===== src/rtl/pipe_pkg.sv =====
`default_nettype none
// ============================================================================
// Module   : pipe_pkg
// Purpose  : Shared types and constants for the ID/EX pipeline register.
// Revision : 1.0 - initial release
// ============================================================================
package pipe_pkg;

  localparam int REG_W_C  = 5;
  localparam int WORD_W_C = 32;
  localparam int CNT_W_C  = 16;

  typedef logic [REG_W_C-1:0]  regbits_t;
  typedef logic [WORD_W_C-1:0] word_t;

  typedef enum logic [3:0] {
    ALU_ADD  = 4'd0,
    ALU_SUB  = 4'd1,
    ALU_AND  = 4'd2,
    ALU_OR   = 4'd3,
    ALU_XOR  = 4'd4,
    ALU_NOR  = 4'd5,
    ALU_SLT  = 4'd6,
    ALU_SLTU = 4'd7,
    ALU_SLL  = 4'd8,
    ALU_SRL  = 4'd9,
    ALU_SRA  = 4'd10,
    ALU_LUI  = 4'd11
  } aluop_t;

  typedef enum logic [1:0] {
    RUN    = 2'd0,
    HALTED = 2'd1
  } stage_state_t;

  // Everything latched between decode and execute
  typedef struct packed {
    logic     valid;
    regbits_t rs;
    regbits_t rt;
    regbits_t rd;
    word_t    rdat1;
    word_t    rdat2;
    word_t    imm;
    word_t    pc4;
    aluop_t   aluop;
    logic     RegDst;
    logic     ALUSrc;
    logic     RegWr;
    logic     MemRead;
    logic     MemWr;
    logic     MemToReg;
    logic     halt;
  } id_ex_t;

  // Bubble: no side effects, and register index 0 never matches a forward
  localparam id_ex_t ID_EX_BUBBLE = '0;

endpackage
`default_nettype wire


===== src/rtl/id_ex_stage_load_use_detect.sv =====
`default_nettype none
// ============================================================================
// Module   : load_use_detect
// Purpose  : Flags a decode instruction that reads the destination of a load
//            still sitting in EX (its data is not available until MEM).
// Revision : 1.0 - initial release
// ============================================================================
module load_use_detect
  import pipe_pkg::*;
#(
  parameter int REG_W = REG_W_C
) (
  input  logic             ex_valid,
  input  logic             ex_MemRead,
  input  logic [REG_W-1:0] ex_rt,
  input  logic             id_valid,
  input  logic [REG_W-1:0] id_rs,
  input  logic [REG_W-1:0] id_rt,
  input  logic             id_uses_rt,
  output logic             load_use
);

  logic rs_match;
  logic rt_match;

  // Register 0 is hardwired, so a load into it never creates a hazard
  always_comb begin
    rs_match = (ex_rt == id_rs);
    rt_match = id_uses_rt & (ex_rt == id_rt);
    load_use = ex_valid & ex_MemRead & (ex_rt != '0) & (rs_match | rt_match) & id_valid;
  end

endmodule
`default_nettype wire


===== src/rtl/id_ex_stage.sv =====
`default_nettype none
// ============================================================================
// Module   : id_ex_stage
// Purpose  : ID/EX pipeline register with load-use bubble insertion, memory
//            freeze, halt state machine and a saturating hold counter.
// Revision : 1.0 - initial release
// ============================================================================
module id_ex_stage
  import pipe_pkg::*;
#(
  parameter int REG_W  = REG_W_C,
  parameter int WORD_W = WORD_W_C,
  parameter int CNT_W  = CNT_W_C
) (
  input  logic              CLK,
  input  logic              RST,
  input  logic              ihit,
  input  logic              mem_req,
  input  logic              dhit,
  input  logic              flush,
  input  logic              id_valid,
  input  logic [REG_W-1:0]  id_rs,
  input  logic [REG_W-1:0]  id_rt,
  input  logic [REG_W-1:0]  id_rd,
  input  logic              id_uses_rt,
  input  logic [WORD_W-1:0] id_rdat1,
  input  logic [WORD_W-1:0] id_rdat2,
  input  logic [WORD_W-1:0] id_imm,
  input  logic [WORD_W-1:0] id_pc4,
  input  logic [3:0]        id_aluop,
  input  logic              id_RegDst,
  input  logic              id_ALUSrc,
  input  logic              id_RegWr,
  input  logic              id_MemRead,
  input  logic              id_MemWr,
  input  logic              id_MemToReg,
  input  logic              id_halt,
  output logic              ex_valid,
  output logic [REG_W-1:0]  ex_rs,
  output logic [REG_W-1:0]  ex_rt,
  output logic [REG_W-1:0]  ex_rd,
  output logic [WORD_W-1:0] ex_rdat1,
  output logic [WORD_W-1:0] ex_rdat2,
  output logic [WORD_W-1:0] ex_imm,
  output logic [WORD_W-1:0] ex_pc4,
  output logic [3:0]        ex_aluop,
  output logic              ex_RegDst,
  output logic              ex_ALUSrc,
  output logic              ex_RegWr,
  output logic              ex_MemRead,
  output logic              ex_MemWr,
  output logic              ex_MemToReg,
  output logic              ex_halt,
  output logic              id_hold,
  output logic [1:0]        state,
  output logic [CNT_W-1:0]  stall_cnt
);

  id_ex_t       pipe_q, pipe_d;
  stage_state_t state_q, state_d;
  logic [CNT_W-1:0] cnt_q, cnt_d;
  logic         mem_wait;
  logic         load_use;

  load_use_detect #(.REG_W(REG_W)) u_load_use (
    .ex_valid   (pipe_q.valid),
    .ex_MemRead (pipe_q.MemRead),
    .ex_rt      (pipe_q.rt),
    .id_valid   (id_valid),
    .id_rs      (id_rs),
    .id_rt      (id_rt),
    .id_uses_rt (id_uses_rt),
    .load_use   (load_use)
  );

  // Hold request to IF/ID; forced low while reset is asserted
  always_comb begin
    mem_wait = mem_req & ~dhit;
    id_hold  = ~RST & (mem_wait | (load_use & ~flush) | (state_q == HALTED));
  end

  // Next-state and next pipeline contents, first matching condition wins
  always_comb begin
    pipe_d  = pipe_q;
    state_d = state_q;
    if (mem_wait) begin
      // Whole stage frozen; a pending flush is re-presented after the freeze
      pipe_d  = pipe_q;
    end else if (flush) begin
      pipe_d  = ID_EX_BUBBLE;
      state_d = RUN;
    end else if (state_q == HALTED) begin
      pipe_d      = ID_EX_BUBBLE;
      pipe_d.halt = 1'b1;
    end else if (load_use) begin
      pipe_d = ID_EX_BUBBLE;
    end else if (~ihit | ~id_valid) begin
      pipe_d = ID_EX_BUBBLE;
    end else begin
      pipe_d.valid    = 1'b1;
      pipe_d.rs       = id_rs;
      pipe_d.rt       = id_rt;
      pipe_d.rd       = id_rd;
      pipe_d.rdat1    = id_rdat1;
      pipe_d.rdat2    = id_rdat2;
      pipe_d.imm      = id_imm;
      pipe_d.pc4      = id_pc4;
      pipe_d.aluop    = aluop_t'(id_aluop);
      pipe_d.RegDst   = id_RegDst;
      pipe_d.ALUSrc   = id_ALUSrc;
      pipe_d.RegWr    = id_RegWr;
      pipe_d.MemRead  = id_MemRead;
      pipe_d.MemWr    = id_MemWr;
      pipe_d.MemToReg = id_MemToReg;
      pipe_d.halt     = id_halt;
      if (id_halt) begin
        state_d = HALTED;
      end
    end
  end

  // Hold-cycle counter: only counts holds taken while running, saturates
  always_comb begin
    cnt_d = cnt_q;
    if (id_hold && (state_q == RUN) && (cnt_q != {CNT_W{1'b1}})) begin
      cnt_d = cnt_q + 1'b1;
    end
  end

  // State register, pipeline register and counter
  always_ff @(posedge CLK or posedge RST) begin
    if (RST) begin
      state_q <= RUN;
      pipe_q  <= ID_EX_BUBBLE;
      cnt_q   <= '0;
    end else begin
      state_q <= state_d;
      pipe_q  <= pipe_d;
      cnt_q   <= cnt_d;
    end
  end

  // Output mapping
  always_comb begin
    ex_valid    = pipe_q.valid;
    ex_rs       = pipe_q.rs;
    ex_rt       = pipe_q.rt;
    ex_rd       = pipe_q.rd;
    ex_rdat1    = pipe_q.rdat1;
    ex_rdat2    = pipe_q.rdat2;
    ex_imm      = pipe_q.imm;
    ex_pc4      = pipe_q.pc4;
    ex_aluop    = pipe_q.aluop;
    ex_RegDst   = pipe_q.RegDst;
    ex_ALUSrc   = pipe_q.ALUSrc;
    ex_RegWr    = pipe_q.RegWr;
    ex_MemRead  = pipe_q.MemRead;
    ex_MemWr    = pipe_q.MemWr;
    ex_MemToReg = pipe_q.MemToReg;
    ex_halt     = pipe_q.halt;
    state       = state_q;
    stall_cnt   = cnt_q;
  end

endmodule
`default_nettype wire


===== config.mk =====
export PLATFORM = sky130hd
export DESIGN_NAME = id_ex_stage
export DESIGN_NICKNAME = d
export VERILOG_FILES = /design/src/rtl/pipe_pkg.sv /design/src/rtl/id_ex_stage_load_use_detect.sv /design/src/rtl/id_ex_stage.sv
export SDC_FILE = /design/constraint.sdc
export NUM_CORES = 1
export LEC_CHECK = 0
export BUFFER_PORTS_ARGS = -buffer_cell sky130_fd_sc_hd__buf_2
export CAP_MARGIN = 20
export CORE_AREA = 5 5 134 136
export CTS_CLUSTER_SIZE = 12
export DETAILED_ROUTE_END_ITERATION = 10
export DIE_AREA = 0 0 139 141
export PLACE_DENSITY = 0.68
export SYNTH_ARGS = -nofsm -noshare
export SYNTH_HDL_FRONTEND = slang
export SYNTH_SLANG_ARGS = --single-unit

===== constraint.sdc =====
create_clock -name CLK -period 10.3 [get_ports CLK]
set_input_delay 2.06 -clock CLK [delete_from_list [all_inputs] [get_ports CLK]]
set_output_delay 2.06 -clock CLK [all_outputs]
set_load 0.005 [all_outputs]

==> impl_metrics.tcl, run 1 <==
set metrics [dict create \
    timing.slew.headroom_pct 37.0 \
    fillers 1531 \
    setup_violations 0 \
    setup_tns_ns 0 \
    die_x_um 139 \
    cap_violations 0 \
    syn2layout_area_growth_pct 36.6 \
    htree_levels 4 \
    yosys.area_share.simple_pct 4.75 \
    min_period_ns 5.37 \
    viasPerCell 5.02 \
    cts_sinks 172 \
    fin_crit_sh_pct 52.1 \
    cp_slowest_cell "o22ai_1" \
    seqCellArea_mm2 0.00430 \
    path_delay_family "compound AO/OA/AOI/OAI gates" \
    routedWlPerCell_um 17.6 \
    grt_first_pass_wirelength_mm 28.6 \
    drive_above_1_share_pct 47.4 \
    syn_avg_cell_area_um2 14.1 \
    rsz0062_at_grt "false" \
    yosys_register_bits 172 \
    drc 0 \
    port_buffers 334 \
    cts.clk_slew.worst_paths_ns 0.06 \
    seq_area_frac_synth_pct 66.1 \
    ys_warn_count 0 \
    cellLeakagePower_nw 5.01 \
    crit_buf_inv 2 \
    synth_adder_area_share_pct 0.192 \
    die_h_um 141 \
    via_count 5127 \
    grt_pass1_vias 5304 \
    layout_common_cells "334 x buf_2, 172 x dfrtp_1, 153 x a22o_1" \
    synthDominantCellAreaShare_pct 66.1 \
    syn_nets 626 \
    grt_max_degree 99 \
    tightest_slew_ns 0.945 \
    clock_latency_ns 0.42 \
    synth_top_family_by_area "compound AO/OA/AOI/OAI gates" \
    cpMostUsedCell "buf_2" \
    cp_max_fo 4 \
    ios 336 \
    final_common_cell "buf_2" \
    rows 48 \
    cp-start-kind "primary input" \
    core_area_mm2 0.0168 \
    max_freq_mhz 186 \
    multi_input_area_mm2 0.00200 \
    clock_skew_ns 0.00995 \
    clock_path_buffers 2 \
    crit_path_max_incr_delay_ns 0.37 \
    grt_use_total_pct 18.1 \
    dpl.hpwl_mm 12.6 \
    grt_antenna_before_repair 2 \
    first_pass_iters 4 \
    hold_buffers 0 \
    numCtsBuffers 17 \
    yosysTopAreaCell "dfrtp_1" \
    nNetsFinal 947 \
    post_cts.repair.setup_buffers 0 \
    yosys-top-cells-area "dfrtp_1 66%, a22o_1 21%, xnor2_1 1.9%" \
    required_ns 8.24 \
    hold_ws_ns 0.483 \
    ys_types 37 \
    synth_edf_count 0 \
    grt_overflow 0 \
    critPathKind "primary input to output pin" \
    synth_cells 463 \
    die_area_mm2 0.0196 \
    cp-end-kind "output pin" \
    drtIter0Drc 283 \
    hold_class "register to register" \
    ctsResizeCount 0 \
    ant_nets 0 \
    root_buffer "clkbuf_16" \
    synth_flop_cell "dfrtp_1" \
    synth_compound_area_share_pct 22.1 \
    synth_area_mm2 0.00651 \
    start_util_pct 38.7 \
    gp_congestion 0.824 \
    status "complete, no violations" \
    p_total_w 0.00151 \
    powerDensity_mw_per_mm2 170 \
    ys_async_sr_fraction_pct 100 \
    peakVddDrop_uv 105 \
    path_cells "buf_2 -> xnor2_1 -> nand3_1 -> o22ai_1 -> nand2_2 -> o21a_1 -> nor2_1 -> buf_2" \
    arrival_ns 3.31 \
    drt_wl_total_mm 18.0 \
    slew_viol_final 0 \
    hold_violations 0 \
    diodes 0 \
    cts_tree "built" \
    synthMuxAreaShare_pct 0.519 \
    synth_xor_area_share_pct 2.96 \
]
## kinds of logic after synthesis
family | Yosys count
xor+xnor | 22
flops | 172
mux | 3
simple gates | 58
other cells | 1
buf+inv | 38
fa+ha+maj | 1
compound gates | 168
## per-layer routing
layer / GRT usage [%] / share of wire, % / wire, µm / vias to the layer above
li1: - / - / - / 2399
met1: 23.4 / 42 / 7460 / 2456
met2: 28.0 / 48 / 8550 / 232
met4: 7.11 / 2.5 / 444 / 4
met5: 0 / 0.12 / 21 / -
met3: 6.65 / 8.3 / 1490 / 36
## Yosys cell counts (all sizes together), types with 3 or more instances
cell	n
a22o	153
and3	6
and4	4
buf	18
clkbuf	18
dfrtp	172
mux2	3
nand2	15
nand3	6
nand4	3
nor2	8
nor3	3
nor4	6
o21ai	4
xnor2	14
xor2	8
## stage by stage
step	util, %	area, µm²	instances	setup WS (ns)
after global placement	49.4	8300	990	4.95
final	52.9	8890	1022	4.93
after detailed placement	49.4	8300	990	4.93
after global routing	52.9	8890	1022	4.78
after floorplan	-	6510	463	3.58
after CTS	52.9	8890	1022	4.93
## state kept, by name, summed over array words and instances, names as in the netlist, 4 cells and up
| signal | flops |
|---|---|
| ex_rdat2 | 32 |
| ex_rs | 5 |
| ex_imm | 32 |
| ex_pc4 | 32 |
| ex_aluop | 4 |
| ex_rd | 5 |
| stall_cnt | 16 |
| ex_rt | 5 |
| ex_rdat1 | 32 |
## final timing paths
path	slack, ns	start	cells past startpoint	to
setup / recovery	4.93	id_rs[0]	8	id_hold
hold / removal	0.48	ex_halt	2	ex_halt
setup reg to reg	7.03	ex_rt[2]	7	ex_rdat1[12]
hold reg to reg	0.48	ex_halt	2	ex_halt
max in group asynchronous	6.96	RST	3	ex_imm[24]
min in group asynchronous	1.85	RST	2	stall_cnt[7]
## worst register-to-register path, stage by stage, from the launching register on
cell and delay, ns:
dfrtp_1 0.46, or4_1 0.55, o21ai_2 0.19, inv_2 0.06, nand2_2 0.10, and3_4 0.72
buf_4 0.84, a22o_1 0.28
## cell type report
type,count,share of cell area [%]
clock buffers,18,4.83
clock inverters,14,1.77
inverters,2,0.141
multi-input cells,253,22.5
flip-flops and latches,172,48.4
well taps,225,3.17
repair buffers,338,19.1
## report_power, final
group          leakage (nW)  internal (W)  total, W  switching [W]
clock network         0.289      0.000363  0.000639       0.000276
logic                  2.36     0.0000696  0.000143      0.0000735
registers              2.36      0.000705  0.000731      0.0000256
total                  5.01       0.00114   0.00151       0.000375
Note: power is estimated with default switching activity, not from simulation.
==> run 2, diff against run 1 <==
PLACE_DENSITY = 0.71   (was 0.68)
clock period = 4.84 ns   (was 10.3 ns; I/O delays follow)
==> run 2 against run 1 <==
Register-to-register slack got worse by 5.0 ns. Non-clock buffer count rose by 1. Cell area barely moved. Clock skew barely moved. First-iteration DRC count fell by 24%. Core utilization barely moved.
==> impl_metrics.tcl, run 2 (synthesis results as in run 1) <==
set metrics [dict create \
    status "complete, no violations" \
    die_x_um 139 \
    fin_ws_ns 1.59 \
    drc 0 \
    root_buffer "clkbuf_16" \
    tightest_slew_ns 0.777 \
    hold_violations 0 \
    routedWlPerCell_um 18.0 \
    syn2layout_area_growth_pct 36.5 \
    grt_first_pass_wirelength_mm 28.7 \
    rsz0062_at_grt "false" \
    crit_end "id_hold" \
    viasPerCell 5.06 \
    final_common_cell "buf_2" \
    die_h_um 141 \
    numCtsBuffers 17 \
    cap_violations 0 \
    peakVddDrop_uv 221 \
    start_util_pct 38.7 \
    grt_use_total_pct 18.3 \
    cts_sinks 172 \
    timing.slew.headroom_pct 48.2 \
    worstReg2RegEnd "ex_rdat2[7]" \
    cp_slowest_cell "o22ai_1" \
    grt_overflow 0 \
    required_ns 3.87 \
    ff2ff_path_depth 7 \
    grt-busiest-layer "met2" \
    path_cells "buf_2 -> xnor2_1 -> nand4_1 -> o22ai_1 -> nand2_2 -> o21a_1 -> nor2_1 -> buf_2" \
    cp-end-kind "output pin" \
    dpl.hpwl_mm 13.1 \
    grt_max_degree 96 \
    cpMostUsedCell "buf_2" \
    grtUsageMet2_pct 29.1 \
    ctsResizeCount 0 \
    use_met3_pct 6.24 \
    crit_path_max_incr_delay_ns 0.34 \
    setup_violations 0 \
    drtIter0Drc 215 \
    cp-start-kind "primary input" \
    grt_util_met1_pct 23.5 \
    fin_crit_sh_pct 67.0 \
    diodes 0 \
    post_cts.repair.setup_buffers 0 \
    grt_antenna_before_repair 1 \
    die_area_mm2 0.0196 \
    cellLeakagePower_nw 4.98 \
    drive_above_1_share_pct 47.5 \
    gp_congestion 0.846 \
    r2r_setup_slack_ns 2.05 \
    cp_max_fo 4 \
    min_period_ns 3.25 \
    grt_pass1_vias 5261 \
    rows 48 \
    ios 336 \
    nNetsFinal 948 \
    r2r_start "ex_rt[2]" \
    htree_levels 4 \
    cts.clk_slew.worst_paths_ns 0.07 \
    max_freq_mhz 308 \
    layout_common_cells "334 x buf_2, 172 x dfrtp_1, 153 x a22o_1" \
    hold_buffers 0 \
    clock_latency_ns 0.41 \
    slew_viol_final 0 \
    drt_wl_total_mm 18.4 \
    first_pass_iters 4 \
    core_area_mm2 0.0168 \
    powerDensity_mw_per_mm2 353 \
    pre_cts_slack_ns 1.62 \
    clock_skew_ns 0.0103 \
    ant_nets 0 \
    via_count 5178 \
    hold_class "register to register" \
    clock_path_buffers 2 \
    crit_start "id_rt[3]" \
    cts_tree "built" \
    finish.utilization_pct 52.8 \
    arrival_ns 2.28 \
    setup_tns_ns 0 \
    port_buffers 334 \
    critPathKind "primary input to output pin" \
]
## run 2: cell types whose count changed in the layout (fill, tap and decap cells not counted)
cell,previous run,this run
clkinvlp_4,1,5
inv_8,2,0
bufinv_16,2,0
clkinv_2,3,1
buf_4,4,3
inv_6,4,5
clkbuf_8,0,1
buf_12,0,2
## run 2: how the worst min path moves through the flow
stage                   from             to  slack, ns  depth (start not counted)
2_1_floorplan        ex_halt        ex_halt       0.47                          2
3_3_place_gp         ex_halt        ex_halt       0.46                          2
6_report       stall_cnt[15]  stall_cnt[15]       0.48                          1
4_1_cts        stall_cnt[15]  stall_cnt[15]       0.48                          1
3_5_place_dp         ex_halt        ex_halt       0.47                          2
5_1_grt        stall_cnt[15]  stall_cnt[15]       0.49                          1
## run 2: area by class of cell
class	instances	area [µm²]
Fill cell	1493	7930
Sequential cell	172	4300
Multi-Input combinational cell	253	2000
Timing Repair Buffer	339	1730
Clock buffer	19	443
Tap cell	225	282
Clock inverter	13	105
Inverter	2	11.3
## run 2: per-layer routing
layer | vias to the layer above | part of all wire (%)
met5 | - | 0.038
li1 | 2406 | -
met4 | 2 | 2.3
met2 | 225 | 48
met3 | 39 | 7.7
met1 | 2506 | 42
## run 2: metrics by stage
step	instance area, µm²	hold WS (ns)	std cells	total power [W]
final	8880	0.478	1023	0.00314
after global routing	8880	0.489	1023	0.00328
after CTS	8880	0.481	1023	0.00318
after detailed placement	8330	0.467	991	0.00190
after global placement	8330	0.459	991	0.00189
after floorplan	6510	0.473	463	0.00172
## run 2: critical path, delay by kind of cell
family / cells / cell delay [ns]
compound gates: 2 / 0.53
buf+inv: 2 / 0.24
simple gates: 3 / 0.38
xor+xnor: 1 / 0.16
## run 2: power breakdown
group / total, W / internal [W] / switching, W
combinational: 0.000312 / 0.000151 / 0.000161
clock: 0.00127 / 0.000680 / 0.000587
sequential: 0.00156 / 0.00150 / 0.0000569
